### config.mk
export PLATFORM = sky130hd
export DESIGN_NAME = btn_conditioner_flat
export DESIGN_NICKNAME = d
export VERILOG_FILES = /design/src/rtl/bikelight_pkg.sv /design/src/rtl/btn_conditioner_if.sv /design/src/rtl/btn_sync.sv /design/src/rtl/btn_conditioner.sv /design/src/flat_wrapper.sv
export SDC_FILE = /design/constraint.sdc
export NUM_CORES = 1
export LEC_CHECK = 0
export ABC_AREA = 1
export ABC_CLOCK_PERIOD_IN_PS = 2310
export CAP_MARGIN = 10
export CORE_ASPECT_RATIO = 1.4
export CORE_UTILIZATION = 50
export DETAILED_ROUTE_END_ITERATION = 10
export HOLD_SLACK_MARGIN = 0.05
export PLACE_DENSITY = 0.74
export SLEW_MARGIN = 10
export SYNTH_ARGS = -nofsm -noshare
export SYNTH_HDL_FRONTEND = slang
export SYNTH_SLANG_ARGS = --single-unit
### constraint.sdc
create_clock -name clk -period 2.31 [get_ports clk]
set_input_delay 0.462 -clock clk [delete_from_list [all_inputs] [get_ports clk]]
set_output_delay 0.462 -clock clk [all_outputs]
set_load 0.05 [all_outputs]
### src/rtl/bikelight_pkg.sv
// Shared bikelight constants: button FSM state encoding and default timing.
// Imported by the button conditioner, its interface and the mode FSM.
// Holds no logic; types and constants only.
package bikelight_pkg;

  localparam int STATE_W = 3;

  // Codes 5..7 are unused and recover to IDLE in the conditioner FSM.
  typedef enum logic [STATE_W-1:0] {
    IDLE      = 3'd0,
    PRESS_DB  = 3'd1,
    HELD      = 3'd2,
    LONG_HELD = 3'd3,
    REL_DB    = 3'd4
  } btn_state_e;

  localparam int DEBOUNCE_CYCLES_DEF = 8;
  localparam int LONG_CYCLES_DEF     = 128;
  localparam int REPEAT_CYCLES_DEF   = 32;
  localparam int CNT_W_DEF           = 8;

  // True when a state code is one of the five defined states.
  function automatic logic state_is_legal(logic [STATE_W-1:0] code);
    return code <= 3'd4;
  endfunction

endpackage

### src/rtl/btn_conditioner_if.sv
// Button conditioner bundle: raw pin in, debounced level and event pulses out.
// master = pin/consumer side, slave = conditioner side.
// No flow control; pulses are single-cycle and must be consumed when seen.
interface btn_conditioner_if;
  import bikelight_pkg::*;

  logic               btn;
  logic               btn_level;
  logic               press_pulse;
  logic               release_pulse;
  logic               long_pulse;
  logic [STATE_W-1:0] state;

  modport master (
    output btn,
    input  btn_level, press_pulse, release_pulse, long_pulse, state
  );

  modport slave (
    input  btn,
    output btn_level, press_pulse, release_pulse, long_pulse, state
  );

endinterface

### src/rtl/btn_sync.sv
// Two-flop synchronizer for a single asynchronous bit.
// Latency: 2 clk edges from input change to output change.
// No backpressure; output follows the input continuously.
module btn_sync (
  input  logic clk,
  input  logic rst,
  input  logic d_i,
  output logic q_o
);

  logic s1_q;
  logic s2_q;

  // Metastability filter: first flop may go metastable, second resolves it.
  always_ff @(posedge clk or posedge rst) begin
    if (rst) begin
      s1_q <= 1'b0;
      s2_q <= 1'b0;
    end else begin
      s1_q <= d_i;
      s2_q <= s1_q;
    end
  end

  assign q_o = s2_q;

endmodule

### src/rtl/btn_conditioner.sv
// Bikelight button conditioner: sync + debounce + press/release/long-press pulses.
// Latency: DEBOUNCE_CYCLES+2 edges from first sample of a new level to its pulse.
// No backpressure; pulses are one cycle wide. Optional auto-repeat: BTN_REPEAT_EN.
module btn_conditioner
  import bikelight_pkg::*;
#(
  parameter int DEBOUNCE_CYCLES = DEBOUNCE_CYCLES_DEF,
  parameter int LONG_CYCLES     = LONG_CYCLES_DEF,
  parameter int CNT_W           = CNT_W_DEF,
  parameter int REPEAT_CYCLES   = REPEAT_CYCLES_DEF
) (
  input  logic               clk,
  input  logic               reset,
  btn_conditioner_if.slave   bus
);

  // Reject configurations where a counter could wrap before its compare hits.
  if (DEBOUNCE_CYCLES < 2 || LONG_CYCLES < 2 || REPEAT_CYCLES < 1 ||
      (1 << CNT_W) <= DEBOUNCE_CYCLES || (1 << CNT_W) <= LONG_CYCLES ||
      (1 << CNT_W) <= REPEAT_CYCLES) begin : g_bad_params
    $error("btn_conditioner: illegal timing parameters for CNT_W");
  end

  localparam logic [CNT_W-1:0] DB_LAST   = CNT_W'(DEBOUNCE_CYCLES - 1);
  localparam logic [CNT_W-1:0] LONG_LAST = CNT_W'(LONG_CYCLES - 1);
  localparam logic [CNT_W-1:0] CNT_ONE   = CNT_W'(1);

  logic sync_btn;

  btn_sync u_sync (
    .clk (clk),
    .rst (reset),
    .d_i (bus.btn),
    .q_o (sync_btn)
  );

  btn_state_e       state_q, state_d;
  logic [CNT_W-1:0] dcnt_q, dcnt_d;
  logic [CNT_W-1:0] hcnt_q, hcnt_d;
  logic             long_flag_q, long_flag_d;
  logic             level_q, level_d;
  logic             press_q, press_d;
  logic             release_q, release_d;
  logic             long_q, long_d;
`ifdef BTN_REPEAT_EN
  localparam logic [CNT_W-1:0] REP_LAST = CNT_W'(REPEAT_CYCLES - 1);
  logic [CNT_W-1:0] rcnt_q, rcnt_d;
`endif

  // State, counters and registered outputs; reset drops everything at once.
  always_ff @(posedge clk or posedge reset) begin
    if (reset) begin
      state_q     <= IDLE;
      dcnt_q      <= '0;
      hcnt_q      <= '0;
      long_flag_q <= 1'b0;
      level_q     <= 1'b0;
      press_q     <= 1'b0;
      release_q   <= 1'b0;
      long_q      <= 1'b0;
`ifdef BTN_REPEAT_EN
      rcnt_q      <= '0;
`endif
    end else begin
      state_q     <= state_d;
      dcnt_q      <= dcnt_d;
      hcnt_q      <= hcnt_d;
      long_flag_q <= long_flag_d;
      level_q     <= level_d;
      press_q     <= press_d;
      release_q   <= release_d;
      long_q      <= long_d;
`ifdef BTN_REPEAT_EN
      rcnt_q      <= rcnt_d;
`endif
    end
  end

  // Next state plus the pulse that marks the transition being taken, so each
  // pulse lands in the first cycle of its target state.
  always_comb begin
    state_d     = state_q;
    dcnt_d      = dcnt_q;
    hcnt_d      = hcnt_q;
    long_flag_d = long_flag_q;
    press_d     = 1'b0;
    release_d   = 1'b0;
    long_d      = 1'b0;
`ifdef BTN_REPEAT_EN
    rcnt_d      = rcnt_q;
`endif
    case (state_q)
      IDLE: begin
        if (sync_btn) begin
          state_d = PRESS_DB;
          dcnt_d  = '0;
        end
      end
      PRESS_DB: begin
        if (!sync_btn) begin
          state_d = IDLE;
        end else if (dcnt_q == DB_LAST) begin
          state_d     = HELD;
          hcnt_d      = '0;
          long_flag_d = 1'b0;
          press_d     = 1'b1;
        end else begin
          dcnt_d = dcnt_q + CNT_ONE;
        end
      end
      HELD: begin
        if (!sync_btn) begin
          state_d = REL_DB;
          dcnt_d  = '0;
        end else if (hcnt_q == LONG_LAST) begin
          state_d     = LONG_HELD;
          long_flag_d = 1'b1;
          long_d      = 1'b1;
`ifdef BTN_REPEAT_EN
          rcnt_d      = '0;
`endif
        end else begin
          hcnt_d = hcnt_q + CNT_ONE;
        end
      end
      LONG_HELD: begin
        if (!sync_btn) begin
          state_d = REL_DB;
          dcnt_d  = '0;
        end
`ifdef BTN_REPEAT_EN
        else if (rcnt_q == REP_LAST) begin
          rcnt_d  = '0;
          press_d = 1'b1;
        end else begin
          rcnt_d = rcnt_q + CNT_ONE;
        end
`endif
      end
      REL_DB: begin
        // hcnt (and rcnt) stay frozen so a release glitch resumes timing.
        if (sync_btn) begin
          state_d = long_flag_q ? LONG_HELD : HELD;
        end else if (dcnt_q == DB_LAST) begin
          state_d   = IDLE;
          release_d = 1'b1;
        end else begin
          dcnt_d = dcnt_q + CNT_ONE;
        end
      end
      default: begin
        state_d = IDLE;
      end
    endcase
    level_d = (state_d == HELD) || (state_d == LONG_HELD) || (state_d == REL_DB);
  end

  assign bus.btn_level     = level_q;
  assign bus.press_pulse   = press_q;
  assign bus.release_pulse = release_q;
  assign bus.long_pulse    = long_q;
  assign bus.state         = state_q;

endmodule

### src/flat_wrapper.sv
// flat-port wrapper written by rule: the top's interface ports become plain ports
module btn_conditioner_flat import bikelight_pkg::*;
#(
  parameter int DEBOUNCE_CYCLES = DEBOUNCE_CYCLES_DEF,
  parameter int LONG_CYCLES     = LONG_CYCLES_DEF,
  parameter int CNT_W           = CNT_W_DEF,
  parameter int REPEAT_CYCLES   = REPEAT_CYCLES_DEF
)
  (clk, reset, bus_btn, bus_btn_level, bus_press_pulse, bus_release_pulse, bus_long_pulse, bus_state);
  btn_conditioner_if bus_i ();
  input  logic clk;
  input  logic reset;
  input wire logic [$bits(bus_i.btn)-1:0] bus_btn;
  output wire logic [$bits(bus_i.btn_level)-1:0] bus_btn_level;
  output wire logic [$bits(bus_i.press_pulse)-1:0] bus_press_pulse;
  output wire logic [$bits(bus_i.release_pulse)-1:0] bus_release_pulse;
  output wire logic [$bits(bus_i.long_pulse)-1:0] bus_long_pulse;
  output wire logic [$bits(bus_i.state)-1:0] bus_state;
  assign bus_i.btn = bus_btn;
  assign bus_btn_level = bus_i.btn_level;
  assign bus_press_pulse = bus_i.press_pulse;
  assign bus_release_pulse = bus_i.release_pulse;
  assign bus_long_pulse = bus_i.long_pulse;
  assign bus_state = bus_i.state;
  btn_conditioner #(.DEBOUNCE_CYCLES(DEBOUNCE_CYCLES), .LONG_CYCLES(LONG_CYCLES), .CNT_W(CNT_W), .REPEAT_CYCLES(REPEAT_CYCLES)) u_core (.clk(clk), .reset(reset), .bus(bus_i));
endmodule
Yosys cells after proc, flatten, opt, wreduce, memory -nomap -nowiden:

Cells that the tools add are included.

* bits in registers: 26
* input port bits: 3
* output and inout bits: 7
* word-level logic and storage cells: 72

* add/subtract/negate cells: 2
* equality and inequality tests: 17
* multiplexer cells: 34
* reduce and logical (&&, ||, !) cells: 9

Operators with widths (number)
* 8-bit 2-to-1 mux: 9
* 8-bit one-hot mux with 4 select lines: 1
* 3-bit 2-to-1 mux: 8
* 8-bit by 1-bit adder with 8-bit output, second input constant: 2
* 8-bit one-hot mux with 2 select lines: 1
* 3-bit one-hot mux with 5 select lines: 1
* 5-bit AND reduction: 3
* 1-bit 2-to-1 mux: 13
* 3-bit by 2-bit == test with 1-bit output, second input constant: 4
* 2-bit inequality test, second input constant: 6
* 8-bit by 3-bit == test with 1-bit output, second input constant: 1
* 8-bit by 7-bit == test with 1-bit output, second input constant: 1
* 3-bit == test, second input constant: 2
* 2-bit by 1-bit inequality test with 1-bit output, second input constant: 2
* 4-bit nonzero test: 1
* 3-bit by 1-bit == test with 1-bit output, second input constant: 1
* 3-bit zero test: 1
* 1-bit logical OR: 2
* 1-bit one-hot mux with 2 select lines: 1
* 2-bit nonzero test: 1
* 2-bit OR reduction: 1

Logic depth before layout (Yosys ltp):

* depth in word-level cells: 7
* gate-level depth with buffers: 10
* gate-level depth less buffers: 10

Modules after synthesis:

A second synthesis with hierarchy kept.

* cell total of the unflattened synthesis: 203
* area, all modules: 1487.7 um2

By module, submodules not included
* btn_conditioner: instances 1, cells an instance 200, area an instance 1433.9 um2, seq. area each 600.6 um2
* btn_sync: instances 1, cells an instance 3, area an instance 53.8 um2, seq. area each 50.0 um2

Worst setup path before layout:

Ideal clock, no wire load.

* path type: register to register
* from: register u_core.state_q[0], in the netlist u_core.bus.state[0]
* to: register u_core.hcnt_q[5]
* library setup time: 0.116 ns
* arrival: 1.401 ns
* required time: 2.194 ns
* slack: 0.793 ns
* stages on the path, launching flop included: 8
* buffers on the path: 0
* clock period less this slack: 1.517 ns
* cells stage by stage: dfrtp_1 > inv_1 > nand2_2 > inv_1 > nand2_2 > nand2_4 > nand2_1 > nand2_1

* cells in the longest elaborated chain, start to end: 3
* elaborated cells between the ends (all ways): 9
* those cells by class: eq/ne (6); mux (1); reduce/logical (2)

Ends and longest elaborated chain
* from (decl): line btn_conditioner.sv:37 `btn_state_e state_q, state_d;`
* from (signal assigned): line btn_conditioner.sv:65 `state_q <= state_d;`
* 3-bit by 2-bit == test with 1-bit output / 3-bit by 1-bit == test with 1-bit output (equally long branches): line btn_conditioner.sv:92 `case (state_q)`
* 2-bit inequality test (no source line), or another cell as far along
* 5-bit AND reduction (no source line)
* to (signal assigned): line btn_conditioner.sv:67 `hcnt_q <= hcnt_d;`
* to (decl): line btn_conditioner.sv:39 `logic [CNT_W-1:0] hcnt_q, hcnt_d;`

Several ways; a longest one is shown, not always the timed one.
A chain may end at the register's enable or synchronous reset.

Worst setup path in the final report:

* from: register u_core.state_q[0], in the netlist u_core.bus.state[0]
* to: output port bus_state[0]

RTL lines
* to (decl): line flat_wrapper.sv:18 `output wire logic [$bits(bus_i.state)-1:0] bus_state;`

No word-level cell between the ends.

==> impl_metrics.csv <==
group,metric,value,unit
sta,rsz0062_at_grt,"no",
drt,dr.pass1.iters,4,
worst_setup_path,required,1.85,ns
clocking,cts_buffers,3,
sta,min_period,2.07,ns
worst_setup_path,reg2reg_from,"u_core.dcnt_q[0]",
clocking,cts_tree,"yes",
layout,mostFrequentLayoutCells,"nand2_1 (90), inv_1 (30), nor2_1 (27)",
layout,final_common_cell,"nand2_1",
drt,drt_wl_total,3.13,mm
hold_path,min-delay-start,"u_core.u_sync.s1_q",
worst_setup_path,regToRegSetupSlack,0.71,ns
place,dpl.hpwl,2.29,mm
floorplanning,die_area,0.00344,mm^2
place,numPortBuffers,9,
drt,drtAntennaViolNets,0,
clocking,hold_buffers,0,
floorplanning,dieHeight,69.0,um
yosys,syn-num-nets,239,
drt,vias,1414,
drt,viasPerCell,4.98,
sta,hold_ws,0.357,ns
global_route,grt_max_degree,27,
place,gp_congestion,0.792,
floorplanning,io-pin-count,10,
global_route,grt_pass1_vias,1341,
global_route,gr-usage-all-layers,21.3,%
sta,worstMarginPinSlew,0.515,ns
outcome,status,"finished clean",
yosys,yosysWarningCount,0,
worst_setup_path,cp_top_family,"buffers and inverters",
clocking,max-clock-path-buffers,2,
yosys,avgSynthCellArea,6.85,um^2
worst_setup_path,worstPathArrival,1.61,ns
worst_setup_path,crit_buf_inv,1,
clocking,cts-root-buf,"clkbuf_8",
job,cap_viol_max_count,0,
yosys,ys_ff_latch,26,
layout,multiInputGateArea,825,um^2
sta,drv_slew,0,
sta,fin_ws,0.241,ns
worst_setup_path,cpPeakStageDelay,0.86,ns
layout,seq_area,651,um^2
layout,final_layout_size_suffix_gt1_share,8.50,%
worst_setup_path,critPathKind,"flip-flop to primary output",
sta,finalCritPeriodShare,89.6,%
power,power_density,594,mW/mm^2
floorplanning,start_util,54.1,%
sta,setup_viol,0,
clocking,cts_max_level,1,
worst_setup_path,cp_max_fo,8,
sta,relSlewSlack,65.6,%
floorplanning,core,0.00296,mm^2
clocking,cts.sink_count,26,
layout,fin_util,61.1,%
hold_path,whs_path_depth,0,
layout,area_delta_synth_final,13.0,%
global_route,antenna_found_initial,0,
drt,wl_per_cell,11.0,um
yosys,ys_seq_area_share,40.6,%
clocking,insertion_delay,0.27,ns
worst_setup_path,setup.worst_path.start_class,"flip-flop",
floorplanning,fp-row-count,23,
sta,final-hold-violation-count,0,
floorplanning,die_x,49.9,um
worst_setup_path,r2r_cells,10,
layout,fillers,281,
worst_setup_path,slowest_stage,"clkdlybuf4s50_1",
power,power.leakage,0.994,nW
sta,skew,0.00618,ns
sta,finalSetupTns,0,ns
sta,fmax,0.483,GHz
worst_setup_path,crit_path_end_kind,"primary output",
global_route,grt-ovfl-total,0,
layout,num-nets-final,253,
place,pre_cts_slack,0.549,ns
layout,diodes,0,
clocking,cts-resized-gates,0,
drt,drc,0,
yosys,netlist_area,0.00160,mm^2
global_route,grt_pass1_wl,5.53,mm
hold_path,min_to,"u_core.u_sync.q_o",
clocking,post_cts.repair.setup_buffers,0,
drt,drt-initial-drc-count,31,
worst_setup_path,r2r_end,"u_core.hcnt_q[5]",
power,ir_drop,0.000377,V
hold_path,hp-class,"flip-flop to flip-flop",
worst_setup_path,cp_cell_sequence,"clkdlybuf4s50_1",
yosys,synthCells,234,
clocking,path_clk_slew,0.09,ns
yosys,ys_types,23,
-- Yosys cell counts --
cell type	instances	area, um^2
o21ai_1	1	5.00
dfrtp_1	26	651
inv_1	30	113
nand2_4	1	11.3
xnor2_1	1	8.76
nand4_1	5	31.3
nor2_2	2	12.5
nand3_2	1	10.0
nand2_2	7	43.8
nand2_1	90	338
a21oi_1	2	10.0
o21ai_0	3	15.0
nor2_4	1	11.3
nor3_4	1	16.3
o21bai_1	3	22.5
nand3_1	23	115
buf_4	1	7.51
ha_1	2	25.0
inv_2	2	7.51
xor2_1	2	17.5
nor2_8	1	20.0
nor2_1	27	101
nor3_1	2	10.0
-- power by group --
part           switching (mW)  internal (mW)  total [mW]
combinational           0.110         0.0591       0.170
sequential             0.0407          0.486       0.526
clock                   0.147          0.232       0.379
-- registers in the layout, indices dropped and copies added (netlist names) --
register / cells
u_core.dcnt_q: 8
u_core.hcnt_q: 8
u_core.bus.state: 3
u_core.bus.btn_level: 1
u_core.bus.long_pulse: 1
u_core.bus.press_pulse: 1
u_core.bus.release_pulse: 1
u_core.long_flag_q: 1
u_core.u_sync.q_o: 1
u_core.u_sync.s1_q: 1
-- per-layer routing --
metal	GRT usage [%]	wire [um]	vias to the layer above
li1	-	-	746
met1	22.5	1390	648
met2	42.2	1650	15
met3	2.85	50	5
met4	8.21	49	0
met5	0	0	-
-- area by class of cell --
type | instances | area share [%]
repair buffers | 10 | 5.39
multi-input cells | 175 | 45.5
well taps | 37 | 2.56
clock inverters | 1 | 1.66
inverters | 32 | 6.63
flip-flops and latches | 26 | 35.9
clock buffers | 3 | 2.28
-- worst max-delay path by stage --
stage	start	to	slack, ns	cells after the start
2_1_floorplan	u_core.bus.state[0]	u_core.hcnt_q[5]	0.79	7
3_3_place_gp	u_core.bus.state[2]	bus_state[2]	0.57	1
3_5_place_dp	u_core.bus.state[0]	bus_state[0]	0.55	1
4_1_cts	u_core.bus.state[0]	bus_state[0]	0.23	1
5_1_grt	u_core.bus.state[0]	bus_state[0]	0.18	1
6_report	u_core.bus.state[0]	bus_state[0]	0.24	1
-- through the flow --
step           cell area [um^2]  power [mW]  instances
2_1_floorplan              1600       0.663        234
3_3_place_gp               1740       0.705        280
3_5_place_dp               1740       0.708        280
4_1_cts                    1810        1.09        284
5_1_grt                    1810        1.14        284
6_report                   1810        1.07        284
-- logic make-up after synthesis --
group                      after synthesis  share of synthesized area [%]
adders and majority gates                2                           1.56
DFF                                     26                           40.6
buffers and inverters                   33                           7.96
AOI/OAI and AO/OA                        9                           3.28
xor gates and xnor gates                 3                           1.64
and+or+nand+nor                        161                           45.0
Power figures use the tool's default switching activity.
